[config.mk]
export PLATFORM = sky130hd
export DESIGN_NAME = cpu_mem_ctrl
export DESIGN_NICKNAME = d
export VERILOG_FILES = /design/src/rtl/cpu_mem_pkg.sv /design/src/rtl/cpu_mem_timeout.sv /design/src/rtl/cpu_mem_ctrl.sv
export SDC_FILE = /design/constraint.sdc
export NUM_CORES = 1
export LEC_CHECK = 0
export ABC_AREA = 1
export CAP_MARGIN = 10
export CORE_MARGIN = 2
export CORE_UTILIZATION = 43
export CTS_BUF_LIST = sky130_fd_sc_hd__clkbuf_16
export DETAILED_ROUTE_END_ITERATION = 8
export PLACE_DENSITY = 0.78
export SLEW_MARGIN = 10
export SYNTH_ARGS = -nofsm -noshare
export SYNTH_HDL_FRONTEND = slang
export SYNTH_SLANG_ARGS = --single-unit
[constraint.sdc]
create_clock -name clk -period 1.6 [get_ports clk]
set_input_delay 0.16 -clock clk [delete_from_list [all_inputs] [get_ports clk]]
set_output_delay 0.16 -clock clk [all_outputs]
set_load 0.01 [all_outputs]
[src/rtl/cpu_mem_pkg.sv]
// Shared types and constants for the CPU-side memory controller.
package cpu_mem_pkg;

  typedef enum logic [1:0] {
    IDLE  = 2'd0,
    DREQ  = 2'd1,
    IREQ  = 2'd2,
    DRESP = 2'd3
  } mem_state_t;

  localparam logic [31:0] WORD_MASK        = 32'hFFFF_FFFC;
  localparam int          DEF_BUS_TIMEOUT  = 64;
  localparam logic [31:0] DEF_ERR_DATA     = 32'hDEAD_BEEF;

  function automatic logic same_word(input logic [31:0] a, input logic [31:0] b);
    return (a & WORD_MASK) == (b & WORD_MASK);
  endfunction

endpackage

[src/rtl/cpu_mem_timeout.sv]
// Bus wait timer: counts cycles since the last clear, flags the final allowed cycle.
module cpu_mem_timeout
  import cpu_mem_pkg::*;
#(
  parameter int BUS_TIMEOUT = DEF_BUS_TIMEOUT
) (
  input  logic clk,
  input  logic rst_n,
  input  logic clear,
  input  logic enable,
  output logic expired
);

  localparam int              CW   = $clog2(BUS_TIMEOUT);
  localparam logic [CW-1:0]   LAST = CW'(BUS_TIMEOUT - 1);

  logic [CW-1:0] tcnt_q;

  // Saturates at LAST so a stalled enable never wraps back into range.
  always_ff @(posedge clk or negedge rst_n) begin
    if (!rst_n) begin
      tcnt_q <= '0;
    end else if (clear) begin
      tcnt_q <= '0;
    end else if (enable && !expired) begin
      tcnt_q <= tcnt_q + CW'(1);
    end
  end

  assign expired = (tcnt_q == LAST);

endmodule

[src/rtl/cpu_mem_ctrl.sv]
// Arbitrates CPU fetches and loads/stores onto one req/ack bus, with a
// one-entry instruction buffer so a repeated fetch word costs no bus cycle.
module cpu_mem_ctrl
  import cpu_mem_pkg::*;
#(
  parameter int          BUS_TIMEOUT = DEF_BUS_TIMEOUT,
  parameter logic [31:0] ERR_DATA    = DEF_ERR_DATA
) (
  input  logic        clk,
  input  logic        rst_n,
  input  logic [31:0] instr_addr,
  output logic [31:0] instr_data,
  output logic        instr_valid,
  input  logic [31:0] data_addr,
  input  logic [31:0] data_wr_data,
  input  logic        data_wr,
  input  logic        data_rd,
  output logic [31:0] data_rd_data,
  output logic        data_valid,
  output logic        bus_req,
  output logic        bus_we,
  output logic [31:0] bus_addr,
  output logic [31:0] bus_wdata,
  input  logic [31:0] bus_rdata,
  input  logic        bus_ack,
  output logic        bus_err
);

  mem_state_t  state_q;
  logic        bus_req_q, bus_we_q, data_valid_q, bus_err_q, ibuf_vld_q;
  logic [31:0] bus_addr_q, bus_wdata_q, data_rd_data_q, instr_data_q, ibuf_addr_q;
  logic        tmo_clear, tmo_en, tmo_expired;

  assign tmo_clear = (state_q == IDLE) || (state_q == DRESP);
  assign tmo_en    = (state_q == DREQ) || (state_q == IREQ);

  cpu_mem_timeout #(.BUS_TIMEOUT(BUS_TIMEOUT)) u_timeout (
    .clk     (clk),
    .rst_n   (rst_n),
    .clear   (tmo_clear),
    .enable  (tmo_en),
    .expired (tmo_expired)
  );

  assign instr_valid = ibuf_vld_q && same_word(ibuf_addr_q, instr_addr);

  always_ff @(posedge clk or negedge rst_n) begin
    if (!rst_n) begin
      state_q        <= IDLE;
      bus_req_q      <= 1'b0;
      bus_we_q       <= 1'b0;
      bus_addr_q     <= '0;
      bus_wdata_q    <= '0;
      data_rd_data_q <= '0;
      data_valid_q   <= 1'b0;
      bus_err_q      <= 1'b0;
      instr_data_q   <= '0;
      ibuf_vld_q     <= 1'b0;
      ibuf_addr_q    <= '0;
    end else begin
      data_valid_q <= 1'b0;
      case (state_q)
        IDLE: begin
          if (data_wr || data_rd) begin
            state_q     <= DREQ;
            bus_req_q   <= 1'b1;
            bus_we_q    <= data_wr;
            bus_addr_q  <= data_addr & WORD_MASK;
            bus_wdata_q <= data_wr_data;
          end else if (!instr_valid) begin
            // The buffer is invalid until this fetch returns, so a stale word never hits.
            state_q     <= IREQ;
            bus_req_q   <= 1'b1;
            bus_we_q    <= 1'b0;
            bus_addr_q  <= instr_addr & WORD_MASK;
            ibuf_addr_q <= instr_addr & WORD_MASK;
            ibuf_vld_q  <= 1'b0;
          end
        end
        DREQ: begin
          if (bus_ack) begin
            state_q      <= DRESP;
            bus_req_q    <= 1'b0;
            data_valid_q <= 1'b1;
            if (!bus_we_q) begin
              data_rd_data_q <= bus_rdata;
            end else if (same_word(bus_addr_q, ibuf_addr_q)) begin
              ibuf_vld_q <= 1'b0;
            end
          end else if (tmo_expired) begin
            state_q        <= DRESP;
            bus_req_q      <= 1'b0;
            bus_err_q      <= 1'b1;
            data_rd_data_q <= ERR_DATA;
            data_valid_q   <= 1'b1;
          end
        end
        IREQ: begin
          if (bus_ack) begin
            state_q      <= IDLE;
            bus_req_q    <= 1'b0;
            instr_data_q <= bus_rdata;
            ibuf_vld_q   <= 1'b1;
          end else if (tmo_expired) begin
            // Timed-out fetch hands the core a NOP rather than stalling it forever.
            state_q      <= IDLE;
            bus_req_q    <= 1'b0;
            bus_err_q    <= 1'b1;
            instr_data_q <= '0;
            ibuf_vld_q   <= 1'b1;
          end
        end
        DRESP: begin
          state_q <= IDLE;
        end
        default: begin
          state_q   <= IDLE;
          bus_req_q <= 1'b0;
        end
      endcase
    end
  end

  assign bus_req      = bus_req_q;
  assign bus_we       = bus_we_q;
  assign bus_addr     = bus_addr_q;
  assign bus_wdata    = bus_wdata_q;
  assign data_rd_data = data_rd_data_q;
  assign data_valid   = data_valid_q;
  assign bus_err      = bus_err_q;
  assign instr_data   = instr_data_q;

endmodule

Yosys cells after proc, flatten, opt, wreduce, memory -nomap -nowiden
Index checks and enable logic that the tools add are counted.
Storage, ports and cells
  register bits: 171
  bits in latches: 0
  bits in writable memories: 0
  bits in read-only memories: 0
  input bits: 133
  output and inout bits: 133
  logic and storage cells: 87
  memories: 0
Operators by class
  add/sub/neg operators: 1
  multiply operators: 0
  divide/modulo/power cells: 0
  magnitude comparators: 0
  eq/ne operators: 17
  shift-type cells: 0
  multiplexer cells: 33
  bitwise operators: 3
  reductions and logical operators: 21
Operators with widths (number)
  two-way mux 32 bit: 7
  == test 30 bit: 2
  two-way mux 1 bit: 15
  AND reduction 3 bit: 5
  two-way mux 2 bit: 6
  two-way mux 6 bit: 2
  != test 2 bit (second input constant): 5
  != test 3 x 2 -> 1 bit (second input constant): 3
  case mux 2 bit (4 select lines): 1
  AND reduction 7 bit: 1
  adder 6 x 1 -> 6 bit (second input constant): 1
  == test 6 bit (second input constant): 1
  AND reduction 2 bit: 3
  nonzero test 2 bit: 3
  == test 2 bit (second input constant): 2
  != test 2 x 1 -> 1 bit (second input constant): 2
  logical OR 1 bit: 3
  != test 3 x 1 -> 1 bit (second input constant): 1
  NOT 1 bit: 3
  case mux 1 bit (3 select lines): 1
  nonzero test 3 bit: 1
  == test 2 x 1 -> 1 bit (second input constant): 1
  logical AND 1 bit: 2
  logical NOT 2 bit: 1
  other kinds (3): 3

Longest topological paths before layout
Gate-level depths: netlist of run 1.
  word-level depth: 5
  mapped depth: 14
  mapped depth without buffers: 13

Modules after synthesis
A second synthesis of run 1 with hierarchy kept.
Unflattened totals
  cells, all modules: 1032
  area, all modules: 8445.6 sq um
Modules (own cells, without submodules)
  cpu_mem_ctrl: times used 1, cells an instance 979, area each 8046.5 sq um, seq. area each 4078.9 sq um
  cpu_mem_timeout: times used 1, cells an instance 53, area each 399.1 sq um, seq. area each 150.1 sq um

Worst setup path before layout of run 1
No wires, ideal clock.
  kind: register to register
  start: register u_timeout.tcnt_q[0]
  end: register data_rd_data_q[29] (netlist: data_rd_data[29])
  library setup time: 118 ps
  data arrival time: 1515 ps
  required time: 1482 ps
  setup slack: -32 ps
  cell stages (with the launch flop): 12
  buffers on the path: 1
  clock period less this slack: 1632 ps
  path through: dfrtp_1 > ha_1 > nand2_1 > nor2_2 > nand2_1 > nor2_4 > nor2_2 > nor2_8 > nand2_4 > buf_6 > nand2_1 > o21ai_2
On the way
  word-level cells in the longest chain between the ends: 3
RTL lines
  start: declaration: RTL line cpu_mem_timeout.sv:17  | logic [CW-1:0] tcnt_q;
  start signal: assignment: RTL line cpu_mem_timeout.sv:26  | tcnt_q <= tcnt_q + CW'(1);
  == test 6 bit: RTL line cpu_mem_timeout.sv:30  | assign expired = (tcnt_q == LAST);
  nonzero test 2 bit (no source line)
  AND reduction 3 bit (no source line)
  end signal: assignment: RTL line cpu_mem_ctrl.sv:86  | data_rd_data_q <= bus_rdata;
  end: declaration: RTL line cpu_mem_ctrl.sv:31  | logic [31:0] bus_addr_q, bus_wdata_q, data_rd_data_q, instr_data_q, ibuf_addr_q;
Every way passes these cells.
A chain may end at the register's enable or synchronous reset.

Worst setup path after layout of run 1
  start: register ibuf_addr_q[16]
  end: output port instr_valid
On the way
  word-level cells in the longest chain between the ends: 2
RTL lines
  start: declaration: RTL line cpu_mem_ctrl.sv:31
  start signal: assignment: RTL line cpu_mem_ctrl.sv:76  | ibuf_addr_q <= instr_addr & WORD_MASK;
  == test 30 bit: RTL line cpu_mem_pkg.sv:16  | return (a & WORD_MASK) == (b & WORD_MASK);
  logical AND 1 bit: RTL line cpu_mem_ctrl.sv:45  | assign instr_valid = ibuf_vld_q && same_word(ibuf_addr_q, instr_addr);
  end: declaration: RTL line cpu_mem_ctrl.sv:13  | output logic instr_valid,
Every way passes these cells.

==> results of run 1 <==
power groups by stage:
stage          logic [uW]  clock network, uW  registers, uW
2_1_floorplan        5140                  0           8410
3_3_place_gp        11800                  0           7740
3_5_place_dp        12100                  0           7800
4_1_cts             13100               4420           7920
5_1_grt             15400               4620           8380
6_report            14200               4410           8160
flip-flops by register name, summed over array words and instances, names as in the netlist, 2 cells and up:
register,count
bus_addr,30
bus_wdata,32
data_rd_data,32
ibuf_addr_q,30
instr_data,32
state_q,2
u_timeout.tcnt_q,6
logic make-up (layout without fill, tap and decap cells):
group                      count (synthesis)  in the layout
adders and majority gates                  6              6
buffers and inverters                    160            531
DFF                                      169            169
other                                      1              2
AOI/OAI and AO/OA                        161            161
xor gates and xnor gates                  32             32
and+or+nand+nor                          570            571
metal layers:
metal  part of all wire, %  wire (um)
met3                   7.0       2063
met2                    49      14590
met5                     0          0
met4                   4.1       1218
met1                    39      11610
repair_timing:
| item | CTS | global route |
|---|---|---|
| gates resized for setup | 148 | 136 |
| buffers inserted | 17 | 8 |
| cloned | 7 | 2 |
| hold buffers | 1 | 0 |
| endpoints found under the hold margin | 37 | 0 |
| endpoints found under the setup margin | 136 | 174 |
| pin swaps | 17 | 16 |
layout by cell type, fill, tap and decap left out, types with 4 or more instances in the layout:
master           count
dlygate4sd2_1        5
a21oi_2             27
buf_6               10
nand3_1             47
nor2_2               5
clkbuf_16           19
nand2_2             39
o21ai_0             57
dfrtp_1            166
nand2_4             23
a21oi_1              9
nor2_4               5
buf_12              21
nand2_1            386
o21ai_2             25
xor2_1               8
xnor2_1             23
dlymetal6s2s_1      27
nor2_1              51
clkinvlp_4           4
inv_1              105
clkdlybuf4s50_1    225
buf_4               85
o21ai_1             26
inv_2                8
a21oi_4             14
nand4_1              7
final cells by class:
cell class	count	area (um2)
clock buffer	17	425.4
clock inverter	15	188.9
fill	1373	5534
inverter	117	446.7
multi-input combinational	772	4193
sequential	169	4233
tap	265	331.6
timing repair buffer	382	3983
worst min-delay path by stage:
stage,slack [ns],to,start
6_report,0.23,bus_wdata[5],rst_n
5_1_grt,0.27,bus_wdata[5],rst_n
4_1_cts,0.22,bus_wdata[5],rst_n
3_5_place_dp,0.12,bus_wdata[5],rst_n
3_3_place_gp,0.12,bus_wdata[6],rst_n
2_1_floorplan,-0.14,bus_addr[10],rst_n
metrics by stage:
step                cell area (um2)  setup WS [ns]
global route                  13800        -0.3892
global placement              11990        -0.5543
detailed placement            11990        -0.5452
finish                        13800        -0.3116
CTS                           13280        -0.2776
floorplan                      8453       -0.02296
==> impl_results.md, run 1 <==
- Met3 Use GR: between 6 and 7%
- H-tree depth: 4
- List of most frequent post-synthesis cells: 446 x nand2_1, 169 x dfrtp_1, 111 x inv_1
- Sink Count: 169
- Final Skew: approximately 0.0068 ns
- CP endpoint: instr_valid
- Cell family with most CP delay: simple AND/OR/NAND/NOR gates
- Total track usage: ~27%
- GRT overflow: 0
- Worst IR drop on VDD: 1098 uV
- Routability cong.: around 0.91
- Placed insts: about 1,700
- Setup crit start: ibuf_addr_q[16]
- WL final: 29,470 um
- Total Power: 26,740 uW
- Busiest layer in global routing: met2
- Drt drc: 0
- First drt pass iteration count: 5
- Mean Syn Cell Area: between 7 and 8 um2
- Area Overhead vs Synth: 63.48%
- Reg clk slew, reported paths: 0.07 ns
- Yosys warns: 0
- Root buf cell: clkbuf_16
- Crit path depth: 9
- Die width: between 100 and 150 um
- Nets@finish: 1,598
- Crit path max-delay cell type: dfrtp_2
- Register-to-Register Path Depth: 15
- Crit end category: output port
- Cell Chain, Critical Path: buf_6, nand2_2, nand2_2, nor2_2, nand2_1, nor2_1, nand2_1, nor2_4, buf_2
- Via/cell ratio: 4.999
- Sequential group share of total power: 30.5%
- DP HPWL: 18,360 um
- Worst-path fanout max: 5
- Largest family of logic cells by synthesized area: simple AND/OR/NAND/NOR gates
- Final setup slack of the worst path: -0.3116 ns
- Most frequent cell after synthesis: nand2_1
- Fmax: around 0.52 GHz
- Crit path arrival time: 1.75 ns
- Max clock buf depth: 2
- Hold WS: 0.2273 ns
- Core area: 19,330 um2
- Final core utilization: roughly 71%
- Worst r2r dst: ibuf_vld_q
- Max Cap Viol: 0
- Initial core utilization: 43.66%
- Cell Area, Synth: around 8400 um2
- Final Cycle Share: 119.5%
- Synth Area in Compound Gates: 9.975%
- Top area cells in the synthesized netlist: dfrtp_1 50%, nand2_1 20%, o21ai_0 5.5%
- Vias in the first global route: 8,682
- Top cell type's share of synthesized area: between 50 and 60%
- Pint: ~16,000 uW
- Worst flop-to-flop path startpoint: ibuf_addr_q[16]
- Failing checks: negative setup slack
- Mux cell area share after synthesis: 0%
- Cts bufs inserted: 17
- Leakage: 0.006894 uW
- Adder-cell share of the synthesized area: 0.8893%
- Post-synth EDFFs: 0
- Critical Path RT: roughly 1.4 ns
- Vias: 8,684
- Async SR Flop Fraction: 100.0%
- Simple-gate portion of the synthesized area: 27.12%
- Post-Synth XOR/XNOR Area: 3.320%
- Main synth FF type: dfrtp_1
- Type of origin of the critical path: flip-flop
- Largest net degree at the start of global routing: 62
- Port bufs: ~260
- Power Dens Cells: a little under 2000 nW/um2
- R2R setup slack: -0.29 ns
- # IOs: 266
- Syn Inst Count: between 1,000 and 1,500
- Die area: 20,770 um2
- Psw: 10,800 uW
- Final Setup Violations: between 100 and 150
- Worst Path Buf+Inv: 2
- Hold/Removal Path Class: input pin to async pin
- Global routing usage on met1: approximately a third
- Max Slew Vio Count: 0
- Final hold violations: 0
- Wire per inst: 16.97 um
- Clock share of power: between 15 and 20%
- Switching share of total power: 40.40%
- Site row count: between 50 and 60
- Initial DRC count: 563
- Setup Crit Path Kind: flip-flop to output port
- Die height: 144.1 um
- Comb pwr share: 53.0%
- Initial antenna violation count: 0
- Min Tclk post-route: 1.912 ns
- Run status: finished with violations
- Final ANT Viol Nets: 0
- Fin cells: approximately 1,700
- Area leader, netlist: dfrtp_1
- CTS tree: built
- Met2 usage: 44.49%
- Flops & latches, synth: approximately 170
- Yosys cell types: 31
- Antenna diode instance count: 0
- Setup TNS: -22.63 ns
- Worst-skew pair later-pin latency: roughly 0.43 ns
- CP peak stage delay: 0.44 ns
- Fraction of layout cells with a size suffix above 1: 21.54%
- Sequential fraction of the synthesis area: 50.10%
- First-pass GRT wire length: 43,350 um
- RSZ-0062 raised after global routing: true
(Power assumes the default switching activity.)
==> run 2, diff against run 1 <==
Settings changed: CORE_UTILIZATION 43 to 47, PLACE_DENSITY 0.78 to 0.81.
Clock period 1.6 ns to 2.1 ns, I/O delays scaled along.
==> impl_results.md, run 2 (synthesis gave the netlist of run 1 again) <==
- Total track usage: 26.94% (-0.043 points)
- Setup Crit Path Kind: flip-flop to output port
- Final Cycle Share: ~94%
- Max-Slew Margin vs Limit: 64.28%
- Final Setup Violations: 0 (-100%)
- Critical Path RT: 1.89 ns (+0.45 ns)
- Site row count: 49 (-3.9%)
- Nets@finish: 1,550 (-3.0%)
- Core area: 17,780 um2 (-8.0%)
- # IOs: 266 (unchanged)
- Max Cap Viol: 0 (unchanged)
- Fillers: 1,436 (+4.6%)
- First drt pass iteration count: 5 (unchanged)
- Run status: finished clean
- DP Worst Slack: -0.1440 ns (+0.4013 ns)
- Reg clk slew, reported paths: 0.07 ns (about the same)
- Fmax: about 0.51 GHz
- Final Skew: 0.01175 ns (+0.004971 ns)
- Worst-skew pair later-pin latency: 0.43 ns (about the same)
- Drt drc: 0 (unchanged)
- Via/cell ratio: 5.025 (+0.51%)
- First-pass GRT wire length: 41,440 um (-4.4%)
- Cts bufs inserted: 17 (unchanged)
- Die area: 19,050 um2 (-8.3%)
- GRT overflow: 0 (unchanged)
- Largest net degree at the start of global routing: 54 (-13%)
- Most common cell after layout, fill and taps aside: nand2_1
- Initial core utilization: 47.48% (+3.8 points)
- DP HPWL: 18,440 um (+0.44%)
- Root buf cell: clkbuf_16
- Vias: 8,306 (-4.4%)
- CTS tree: built
- Port bufs: 259 (unchanged)
- Leakage: 0.006132 uW (-11%)
- Final setup slack of the worst path: 0.1223 ns (+0.4339 ns)
- WL final: 25,670 um (-13%)
- Sink Count: 169 (unchanged)
- Vias in the first global route: 8,160 (-6.0%)
- Crit path arrival time: 1.77 ns (+0.02 ns)
- Worst IR drop on VDD: 876.7 uV (-20%)
- Type of origin of the critical path: flip-flop
- Initial DRC count: 537 (-4.6%)
- Max clock buf depth: 2 (unchanged)
- Worst-path fanout max: 4 (-1)
- H-tree depth: 4 (unchanged)
- Hold WS: 0.2963 ns (+0.06897 ns)
- Routability cong.: 0.9148 (+0.25%)
- RSZ-0062 raised after global routing: false
- Min Tclk post-route: 1.978 ns
- Most frequent cells in the layout: 443 x nand2_1, 257 x clkdlybuf4s50_1, 168 x dfrtp_1, 111 x inv_1, 93 x o21ai_0
- Hold/Removal Path Class: input pin to async pin
- Power Dens Cells: 1458 nW/um2 (-25%)
- Die height: 138.0 um (-4.2%)
- Antenna diode instance count: 0 (unchanged)
- Die width: 138.0 um (-4.2%)
- Crit end category: output port
- Area Overhead vs Synth: 46.24%
- Initial antenna violation count: 0 (unchanged)
- Wire per inst: 15.53 um (-8.5%)
- Max Slew Vio Count: 0 (unchanged)
- Final ANT Viol Nets: 0 (unchanged)
- Final hold violations: 0 (unchanged)
- Fraction of layout cells with a size suffix above 1: 9.621% (-12 points)
- Worst Tran Pin Value: roughly 0.54 ns
## run 2: metal layers
layer / vias to the layer above / share of wire, % / GRT usage (%)
met1: 3918 / 42 / 35.21
met5: - / 0 / 0
met4: 0 / 2.6 / 9.882
met2: 307 / 49 / 43.80
met3: 48 / 7.0 / 6.720
li1: 4033 / - / -
## run 2: what timing repair did
item	in CTS	in global routing
hold endpoints to repair	47	0
resized for setup	6	3
hold buffers	1	0
setup buffers	0	8
pin swaps	0	0
setup endpoints to repair	1	1
## run 2: worst paths after layout
kind | endpoint | cells after the start | slack [ns] | from
worst max-delay path | instr_valid | 9 | 0.12 | ibuf_addr_q[21]
worst min-delay path | bus_wdata[3] | 2 | 0.30 | rst_n
worst max register to register | data_rd_data[29] | 10 | 0.17 | u_timeout.tcnt_q[0]
worst min register to register | bus_err | 1 | 0.47 | bus_err
max in group asynchronous | instr_data[31] | 3 | 1.17 | rst_n
min in group clk | bus_wdata[0] | 3 | 0.30 | data_wr_data[0]
## run 2: layout make-up
class	instances	area [um2]	area share, %
repair buffers	335	3287	26.62
flip-flops and latches	169	4230	34.27
well taps	229	286.5	2.321
inverters	117	439.2	3.557
clock inverters	15	170.2	1.378
clock buffers	17	425.4	3.446
multi-input cells	771	3507	28.41
## run 2: per-stage QoR
| stage | total power, uW | cells | util (%) | cell area [um2] | setup TNS (ns) |
|---|---|---|---|---|---|
| after detailed placement | 14670 | 1612 | 65.66 | 11670 | -0.6471 |
| after global placement | 14380 | 1612 | 65.66 | 11670 | -0.1250 |
| final | 18000 | 1653 | 69.44 | 12350 | 0 |
| after floorplan | 10320 | 1100 | - | 8446 | 0 |
| after CTS | 17930 | 1645 | 69.06 | 12280 | 0 |
| after global routing | 19220 | 1653 | 69.44 | 12350 | 0 |
## run 2: report_power, final
part	switching, uW	total [uW]	internal (uW)
combinational	4490	8840	4340
clock	1540	3150	1610
sequential	1230	6010	4790
total	7260	18000	10700
## run 2: worst max-delay path: stages (launching register included)
cell     delay, ns
dfrtp_1       0.41
inv_1         0.06
nand2_1       0.08
nand2_1       0.09
nor2_1        0.12
nand2_1       0.10
nor2_2        0.13
nand2_1       0.08
nor2_2        0.11
buf_2         0.17
==> run 3, diff against run 2 <==
Settings changed: CAP_MARGIN 10 to not set, TNS_END_PERCENT set to 20.
==> results of run 3 <==
Same layout as run 2: the final DEF is identical, and so are final timing and power.
